--- src/rtl/int_alu_pkg.sv ---
// Shared integer-ALU definitions: default widths, CLA block size and the
// result-flag bundle produced by the subtract unit.
package int_alu_pkg;

    localparam int SUB_WIDTH = 16;   // default operand/result width
    localparam int CLA_W     = 4;    // bits per first-level lookahead block

    // Carry-in of 1 into bit 0 turns a + ~b into a - b.
    localparam logic SUB_CIN = 1'b1;

    typedef struct packed {
        logic borrow;
        logic overflow;
        logic zero;
    } sub_flags_t;

    localparam sub_flags_t FLAGS_CLR = '{borrow: 1'b0, overflow: 1'b0, zero: 1'b0};

    // Derive the subtract flags from sign bits, the final carry and the
    // all-zero test of the difference.
    function automatic sub_flags_t sub_flags(
        input logic a_msb,
        input logic b_msb,
        input logic s_msb,
        input logic carry_out,
        input logic s_is_zero
    );
        sub_flags_t f;
        f.borrow   = ~carry_out;
        f.overflow = (a_msb != b_msb) && (s_msb != a_msb);
        f.zero     = s_is_zero;
        return f;
    endfunction

endpackage

--- src/rtl/cla_sub_if.sv ---
// Operand/result bundle of the SUB functional unit. The producer side
// (master) drives operands; the unit (slave) drives the registered result.
interface cla_sub_if
    import int_alu_pkg::*;
#(
    parameter int WIDTH = SUB_WIDTH
);
    logic             in_valid;
    logic [WIDTH-1:0] a;
    logic [WIDTH-1:0] b;
    logic             out_valid;
    logic [WIDTH-1:0] s;
    logic             borrow_out;
    logic             overflow;
    logic             zero;

    modport master (
        output in_valid, a, b,
        input  out_valid, s, borrow_out, overflow, zero
    );

    modport slave (
        input  in_valid, a, b,
        output out_valid, s, borrow_out, overflow, zero
    );
endinterface

--- src/rtl/cla4.sv ---
// 4-bit carry-lookahead block. Produces the local sum for a given carry-in
// and the group propagate/generate used by the second-level lookahead.
module cla4 (
    input  logic [3:0] x,
    input  logic [3:0] y,
    input  logic       cin,
    output logic [3:0] sum,
    output logic       P,
    output logic       G
);
    logic [3:0] p_s;
    logic [3:0] g_s;
    logic [3:0] c_s;

    assign p_s = x ^ y;
    assign g_s = x & y;

    // Every internal carry is a flat sum of products of cin, p and g.
    assign c_s[0] = cin;
    assign c_s[1] = g_s[0] | (p_s[0] & cin);
    assign c_s[2] = g_s[1] | (p_s[1] & g_s[0]) | (p_s[1] & p_s[0] & cin);
    assign c_s[3] = g_s[2] | (p_s[2] & g_s[1]) | (p_s[2] & p_s[1] & g_s[0])
                  | (p_s[2] & p_s[1] & p_s[0] & cin);

    assign sum = p_s ^ c_s;

    assign P = &p_s;
    assign G = g_s[3] | (p_s[3] & g_s[2]) | (p_s[3] & p_s[2] & g_s[1])
             | (p_s[3] & p_s[2] & p_s[1] & g_s[0]);
endmodule

--- src/rtl/cla_sub.sv ---
// Registered carry-lookahead subtractor: s = a - b (two's complement) with
// borrow, signed-overflow and zero flags, one cycle of latency, one result
// per cycle.
module cla_sub
    import int_alu_pkg::*;
#(
    parameter int WIDTH = SUB_WIDTH
) (
    input  logic       clk,
    input  logic       rst_n,
    cla_sub_if.slave   bus
);
    localparam int NB = WIDTH / CLA_W;

    logic [WIDTH-1:0] b_inv_s;
    logic [WIDTH-1:0] sum_s;
    logic [NB-1:0]    grp_p_s;
    logic [NB-1:0]    grp_g_s;
    logic [NB:0]      blk_cin_s;   // [NB] is the carry out of the MSB
    sub_flags_t       flags_s;

    logic [WIDTH-1:0] s_r;
    sub_flags_t       flags_r;
    logic             out_valid_r;

    assign b_inv_s = ~bus.b;

    generate
        for (genvar k = 0; k < NB; k++) begin : g_blk
            cla4 u_cla4 (
                .x   (bus.a[k*CLA_W +: CLA_W]),
                .y   (b_inv_s[k*CLA_W +: CLA_W]),
                .cin (blk_cin_s[k]),
                .sum (sum_s[k*CLA_W +: CLA_W]),
                .P   (grp_p_s[k]),
                .G   (grp_g_s[k])
            );
        end
    endgenerate

    // Second-level lookahead: each block carry-in is an independent OR of
    // products of group G/P terms and the carry-in, never a chained carry.
    always_comb begin
        logic acc_s;
        logic term_s;
        blk_cin_s    = {(NB+1){1'b0}};
        acc_s        = 1'b0;
        term_s       = 1'b0;
        blk_cin_s[0] = SUB_CIN;
        for (int k = 1; k <= NB; k++) begin
            acc_s = 1'b0;
            for (int j = 0; j < k; j++) begin
                term_s = grp_g_s[j];
                for (int m = j + 1; m < k; m++) begin
                    term_s = term_s & grp_p_s[m];
                end
                acc_s = acc_s | term_s;
            end
            term_s = SUB_CIN;
            for (int m = 0; m < k; m++) begin
                term_s = term_s & grp_p_s[m];
            end
            blk_cin_s[k] = acc_s | term_s;
        end
    end

    assign flags_s = sub_flags(bus.a[WIDTH-1], bus.b[WIDTH-1], sum_s[WIDTH-1],
                               blk_cin_s[NB], (sum_s == {WIDTH{1'b0}}));

    // Result registers: reset clears everything (zero included), a valid
    // operand pair loads, otherwise only out_valid drops and data holds.
    always_ff @(posedge clk) begin
        if (!rst_n) begin
            s_r         <= {WIDTH{1'b0}};
            flags_r     <= FLAGS_CLR;
            out_valid_r <= 1'b0;
        end else if (bus.in_valid) begin
            s_r         <= sum_s;
            flags_r     <= flags_s;
            out_valid_r <= 1'b1;
        end else begin
            out_valid_r <= 1'b0;
        end
    end

    assign bus.s          = s_r;
    assign bus.borrow_out = flags_r.borrow;
    assign bus.overflow   = flags_r.overflow;
    assign bus.zero       = flags_r.zero;
    assign bus.out_valid  = out_valid_r;
endmodule

--- src/flat_wrapper.sv ---
// flat-port wrapper written by rule: the top's interface ports become plain ports
module cla_sub_flat import int_alu_pkg::*;
#(
    parameter int WIDTH = SUB_WIDTH
)
  (clk, rst_n, bus_in_valid, bus_a, bus_b, bus_out_valid, bus_s, bus_borrow_out, bus_overflow, bus_zero);
  cla_sub_if #(.WIDTH(WIDTH)) bus_i ();
  input  logic clk;
  input  logic rst_n;
  input wire logic [$bits(bus_i.in_valid)-1:0] bus_in_valid;
  input wire logic [$bits(bus_i.a)-1:0] bus_a;
  input wire logic [$bits(bus_i.b)-1:0] bus_b;
  output wire logic [$bits(bus_i.out_valid)-1:0] bus_out_valid;
  output wire logic [$bits(bus_i.s)-1:0] bus_s;
  output wire logic [$bits(bus_i.borrow_out)-1:0] bus_borrow_out;
  output wire logic [$bits(bus_i.overflow)-1:0] bus_overflow;
  output wire logic [$bits(bus_i.zero)-1:0] bus_zero;
  assign bus_i.in_valid = bus_in_valid;
  assign bus_i.a = bus_a;
  assign bus_i.b = bus_b;
  assign bus_out_valid = bus_i.out_valid;
  assign bus_s = bus_i.s;
  assign bus_borrow_out = bus_i.borrow_out;
  assign bus_overflow = bus_i.overflow;
  assign bus_zero = bus_i.zero;
  cla_sub #(.WIDTH(WIDTH)) u_core (.clk(clk), .rst_n(rst_n), .bus(bus_i));
endmodule
--- config.mk ---
export PLATFORM = sky130hd
export DESIGN_NAME = cla_sub_flat
export DESIGN_NICKNAME = d
export VERILOG_FILES = /design/src/rtl/int_alu_pkg.sv /design/src/rtl/cla_sub_if.sv /design/src/rtl/cla4.sv /design/src/rtl/cla_sub.sv /design/src/flat_wrapper.sv
export SDC_FILE = /design/constraint.sdc
export NUM_CORES = 1
export LEC_CHECK = 0
export ABC_AREA = 1
export CAP_MARGIN = 25
export CORE_MARGIN = 2
export CORE_UTILIZATION = 45
export DETAILED_ROUTE_END_ITERATION = 12
export PLACE_DENSITY = 0.9
export SYNTH_ARGS = -nofsm -noshare
export SYNTH_HDL_FRONTEND = slang
export SYNTH_SLANG_ARGS = --single-unit
--- constraint.sdc ---
create_clock -name clk -period 2.7 [get_ports clk]
set_input_delay 0.27 -clock clk [delete_from_list [all_inputs] [get_ports clk]]
set_output_delay 0.27 -clock clk [all_outputs]
set_load 0.05 [all_outputs]
==> results of run 1 <==
## power by group
| part | switching (W) | total, W | internal (W) | leakage, nW |
|---|---|---|---|---|
| clock | 0.0000982 | 0.000248 | 0.000150 | 0.0279 |
| combinational | 0.000297 | 0.000530 | 0.000233 | 1.10 |
| sequential | 0.0000160 | 0.000339 | 0.000323 | 0.165 |
| total | 0.000411 | 0.00112 | 0.000706 | 1.29 |
## layout by cell type, fill, tap and decap left out, types with 4 or more instances in the layout
cell	count
xor2_1	5
inv_1	33
nand2_2	8
nand4_1	4
nor2_1	9
ha_4	11
dfxtp_1	20
ha_1	6
nand2_1	58
inv_2	13
dlymetal6s2s_1	10
clkdlybuf4s50_1	44
o21ai_0	13
buf_4	24
nand3_1	7
a21oi_1	4
## area by class of cell
cell class                 instances  area [µm²]
clock buffer                       3        22.5
fill                             201         589
inverter                          46         173
tap                               44        55.1
timing repair buffer              78         746
multi-input combinational        150        1090
sequential                        20         400
clock inverter                     1        30.0
## worst max path at each step
stage                      end  slack [ps]
2_1_floorplan  u_core.bus.zero         430
3_3_place_gp   u_core.bus.zero        -200
3_5_place_dp   u_core.bus.zero        -310
4_1_cts        u_core.bus.zero          30
5_1_grt        u_core.bus.zero        -150
6_report       u_core.bus.zero         -20
## registers in the layout, summed over array words and instances (netlist names)
signal / flops
u_core.bus.s: 16
u_core.bus.out_valid: 1
u_core.bus.zero: 1
u_core.bus.borrow_out: 1
u_core.bus.overflow: 1
## per-layer routing
layer / vias to the layer above / part of all wire
met5: - / 0
met4: 0 / 0.026
met3: 13 / 0.072
met2: 77 / 0.50
met1: 782 / 0.40
li1: 844 / -
## what timing repair did
item	4_1_cts	5_1_grt
setup endpoints to repair	1	1
pin swaps	0	7
buffers inserted	0	2
gates resized for setup	1	41
## logic make-up (layout without fill, tap and decap cells)
logic type      after synthesis  in the layout  share of synthesized area
simple gates                 93             93                      0.269
buf+inv                      48            128                      0.120
compound gates               30             30                      0.122
fa+ha+maj                    20             20                      0.182
flops                        20             20                      0.267
xor+xnor                      7              7                     0.0408
## cells in the mapped netlist
cell type / n
nand2_2: 3
nand3b_1: 2
a21oi_1: 5
a21o_1: 1
xor2_1: 6
a31oi_1: 2
nor2_1: 10
nor2_2: 1
a22o_2: 1
o21ai_0: 13
a21oi_2: 1
nand2_1: 63
o21ai_1: 1
nand3_2: 3
o211ai_1: 1
xnor2_1: 1
o21bai_1: 2
nand3_1: 7
fa_1: 3
ha_1: 17
dfxtp_1: 20
a22o_1: 3
inv_2: 1
inv_1: 45
clkbuf_1: 2
nand4_1: 4
## stage by stage
stage	hold WS (ps)	setup WS [ps]	area, µm²	utilization	std cells
2_1_floorplan	359	427	1500	-	218
3_3_place_gp	440	-199	2250	0.727	336
3_5_place_dp	450	-306	2250	0.727	336
4_1_cts	474	30.2	2310	0.746	340
5_1_grt	483	-153	2510	0.810	342
6_report	467	-15.6	2510	0.810	342
## worst max-delay path, cell delays in order
cell and delay [ps]:
clkdlybuf4s50_1 480, inv_1 80, ha_4 270, nand2_1 60, inv_2 50, nand2_2 60, inv_1 70, nand2_1 80
nand3b_1 130, inv_1 80, fa_1 370, xor2_1 170, nand2_1 80, nor2_1 120, nand3_1 90, nor2_1 120
nand2_1 90, a21oi_2 150, nand4_1 90, nand2_1 70
==> out/results.ini, run 1 <==
[logic_synthesis]
synth.distinct_cells=26
ys_seq_area_frac=0.267
ys_ff_latch=20
yosysTopAreaCell=dfxtp_1
synth.avg_cell_area_um2=6.89
mappedNetlistNets=273
synth_area_um2=1500
netlist_instances=218
synth_warnings=0
netlist_top_cells_area=dfxtp_1 (27%), nand2_1 (16%), ha_1 (14%), inv_1 (11%), o21ai_0 (4.3%)
synth_top_cell_area_share=0.267

[worst_setup_path]
worst_setup_path_end_kind=flip-flop
r2r_cells=1
r2r_end=u_core.bus.s[10]
r2r_slack_ps=2030
crit_start=bus_b[5]
critPathLaunchType=primary input
r2r-start=u_core.bus.s[10]
crit_required_ps=2960
arrival_ps=2980
criticalPathCategory=in -> reg
cp_max_fo=3

[layout]
n_antenna_cell=0
area_growth_pct=67.4
drive_above_1_share=0.235
fin_nets=354

[timing]
tightestPinTransition_ps=547
setup_tns_ps=-15.6
fmax_ghz=0.368
hold_viol=0
period_needed_ps=2720
fin_skew_ps=0
fin_crit_sh=1.01
setup_ws_ps=-15.6
setup_viol=1
slew_viol_final=0
maxSlewHeadroom=0.634

[floorplan]
io_pins=55
rows=20
chipWidth_um=61.8
die_area_um2=3810
coreArea_um2=3100
fp.dieH_um=61.8
start_util=0.484

[min_path]
min_path_cells=2
hp-class=reg -> reg
hold_start=u_core.bus.zero
worstHoldEndpoint=u_core.bus.zero

[clocking]
cts_buffers=3
cts.htree.levels=1
holdBufCountCts=0
cts_tree=yes
clockRootBuffer=clkbuf_4
path_clk_slew_ps=120
clk_path_buf_depth=2
clock-sinks=20
clkLatencyLatePin_ps=300

[pwr]
power.density_nw_per_um2=445
total_power_w=0.00112
ir_drop_mv=0.273
p_leak_nw=1.29

[global_routing]
busiest_layer=met2
grt_use_met2=0.367
grt_usage=0.209
grt_pass1_wl_um=5970
grt_pass1_vias=1492
grt_max_degree=19
grt_use_met3=0.0373
gr-usage-met1=0.248
grt_overflow=0
antenna_found_initial=0

[placement]
port_buffers=54
place.detailed.hpwl_um=3040
gp_congestion=0.864

[route]
drt_iter0_drc=87
wl_um=4330
wire_per_inst_um=12.7
dr_total_vias=1716
vias_per_cell=5.02
drc_errors=0
postRouteAntennaNets=0
firstDrtPassIters=5

[outcome]
status=finished, violations left
violations=setup timing

[job]
maxCapViolations=0

(Power assumes the default switching activity.)
==> run 2: changes to the inputs <==
- HOLD_SLACK_MARGIN: unset -> 0.02
==> results of run 2 <==
No change in the layout: final DEF, timing and power equal those of run 1.
==> run 3: changes to the inputs <==
- CORE_MARGIN: 2 -> 5
==> run 3 against run 2 <==
  * Core utilization fell by 0.21 points
  * Highest routed layer unchanged
  * Via count rose by 7.0%
  * Global-route usage rose by 0.29 points
  * Design area rose by 5.6%
  * Worst hold slack improved by 4.1 ps
  * Critical endpoint unchanged
  * Clock power rose by 2%
  * Final cell count rose by 4.4%
  * Combinational power rose by 8.1%
  * The run now ends clean
  * Fmax rose by 0.68%
  * First-iteration DRC count rose by 110%
==> out/results.ini, run 3 (synthesis gave the netlist of run 1 again) <==
[floorplan]
coreArea_um2=3280  ; +5.8%
start_util=0.457  ; -0.0267
die_area_um2=4590  ; +20%
rows=21  ; +5.0%
io_pins=55  ; unchanged
fp.dieH_um=67.8  ; +9.7%
chipWidth_um=67.8  ; +9.7%

[timing]
tightestPinTransition_ps=524  ; -23.0 ps
hold_viol=0  ; unchanged
fin_crit_sh=0.999  ; -0.00680
setup_tns_ps=0  ; +15.6 ps
maxSlewHeadroom=0.649  ; +0.0154
fin_skew_ps=0  ; unchanged
setup_viol=0  ; -1
period_needed_ps=2700  ; -18.3 ps
slew_viol_final=0  ; unchanged
fmax_ghz=0.371  ; +0.68%

[clocking]
clockRootBuffer=clkbuf_4
clock-sinks=20  ; unchanged
cts_buffers=3  ; unchanged
path_clk_slew_ps=130  ; about the same
clk_path_buf_depth=2  ; unchanged
holdBufCountCts=0  ; unchanged
clkLatencyLatePin_ps=310  ; about the same
cts_tree=yes
cts.htree.levels=1  ; unchanged

[global_routing]
grt_pass1_wl_um=7430  ; +25%
grt_pass1_vias=1708  ; +14%
grt_overflow=0  ; unchanged
grt_max_degree=19  ; unchanged
grt_usage=0.212  ; +0.00287
antenna_found_initial=0  ; unchanged

[layout]
seqCellArea_um2=400  ; unchanged
fin_nets=367  ; +3.7%
drive_above_1_share=0.293  ; +0.0577
largest_reg_flops=16  ; unchanged
nFillCells=182  ; -9.5%
n_antenna_cell=0  ; unchanged
layout_commonest_cell=nand2_1
final_cell_mix=nand2_1 (54), buf_4 (37), clkdlybuf4s50_1 (33)
multi_input_area_um2=1110  ; +2.2%
area_growth_pct=76.8
fin_cells=357  ; +4.4%

[worst_setup_path]
slowest_delay_ps=470  ; about the same
crit_path_top_delay_cell=clkdlybuf4s50_1
cp_top_family=simple AND/OR/NAND/NOR gates
timing.critical_path.mode_cell=nand2_1
critPathLaunchType=primary input
crit_chain=clkdlybuf4s50_1 > inv_2 > ha_4 > nand2_2 > o211ai_1 > nand2_2 > fa_2 > xor2_2 > nand2_1 > nor2_1 > nand3_1 > nor2_1 > nand2_1 > a21oi_2 > nand4_1 > nand2_1
cp_max_fo=2  ; -1
crit_buf_inv=2  ; -3
criticalPathCategory=in -> reg
arrival_ps=2970  ; about the same
worst_setup_path_end_kind=flip-flop
crit_required_ps=2970  ; about the same

[pwr]
total_power_w=0.00116  ; +4.2%
ir_drop_mv=0.219  ; -20%
p_leak_nw=1.44  ; +12%
power.density_nw_per_um2=439  ; -1.3%

[route]
vias_per_cell=5.14  ; +2.5%
wire_per_inst_um=14.3  ; +13%
drc_errors=0  ; unchanged
drt_iter0_drc=182  ; +110%
postRouteAntennaNets=0  ; unchanged
wl_um=5100  ; +18%
dr_total_vias=1836  ; +7.0%
firstDrtPassIters=4  ; -1

[outcome]
status=finished, final reports clean

[min_path]
hp-class=reg -> reg

[placement]
placedCellCount=338  ; +0.60%
gp_congestion=0.859  ; -0.59%
place.detailed.hpwl_um=3240  ; +6.6%
port_buffers=54  ; unchanged

[job]
maxCapViolations=0  ; unchanged

[run 3: cell type report]
cell class | instances | area share
clock buffer | 3 | 0.00849
sequential | 20 | 0.151
tap | 46 | 0.0217
multi-input combinational | 150 | 0.419
timing repair buffer | 91 | 0.324
inverter | 46 | 0.0651
clock inverter | 1 | 0.0113
[run 3: power breakdown]
part | internal, W | switching [W] | leakage, nW
logic | 0.000251 | 0.000321 | 1.25
registers | 0.000323 | 0.0000170 | 0.165
clock network | 0.000150 | 0.000102 | 0.0279
[run 3: per-layer routing]
layer  wire [µm]  vias to the layer above  GRT usage  part of all wire
met5           0                        -          0                 0
met4         173                        0     0.0911             0.034
met2        2630                       86      0.397              0.52
met1        1980                      859      0.235              0.39
met3         317                       20     0.0250             0.062
li1            -                      871          -                 -
[run 3: per-stage QoR]
step | hold WS [ps] | utilization | setup slack (ps) | cell area [µm²]
final | 472 | 0.808 | 2.79 | 2650
after global routing | 487 | 0.808 | -197 | 2650
after CTS | 475 | 0.762 | 0.558 | 2500
after detailed placement | 447 | 0.687 | -288 | 2260
after global placement | 439 | 0.687 | -206 | 2260
after floorplan | 359 | - | 427 | 1500
[run 3: final timing paths]
check	to	slack, ps	from	cells past startpoint
max	u_core.bus.zero	3	bus_b[10]	16
max reg2reg	u_core.bus.s[3]	2040	u_core.bus.s[3]	1
min	u_core.bus.zero	470	u_core.bus.zero	2
min reg2reg	u_core.bus.zero	470	u_core.bus.zero	2
[run 3: repair_timing]
action,4_1_cts,5_1_grt
pin swaps,16,18
resized for setup,19,45
setup buffers,13,2
setup endpoints to repair,1,2
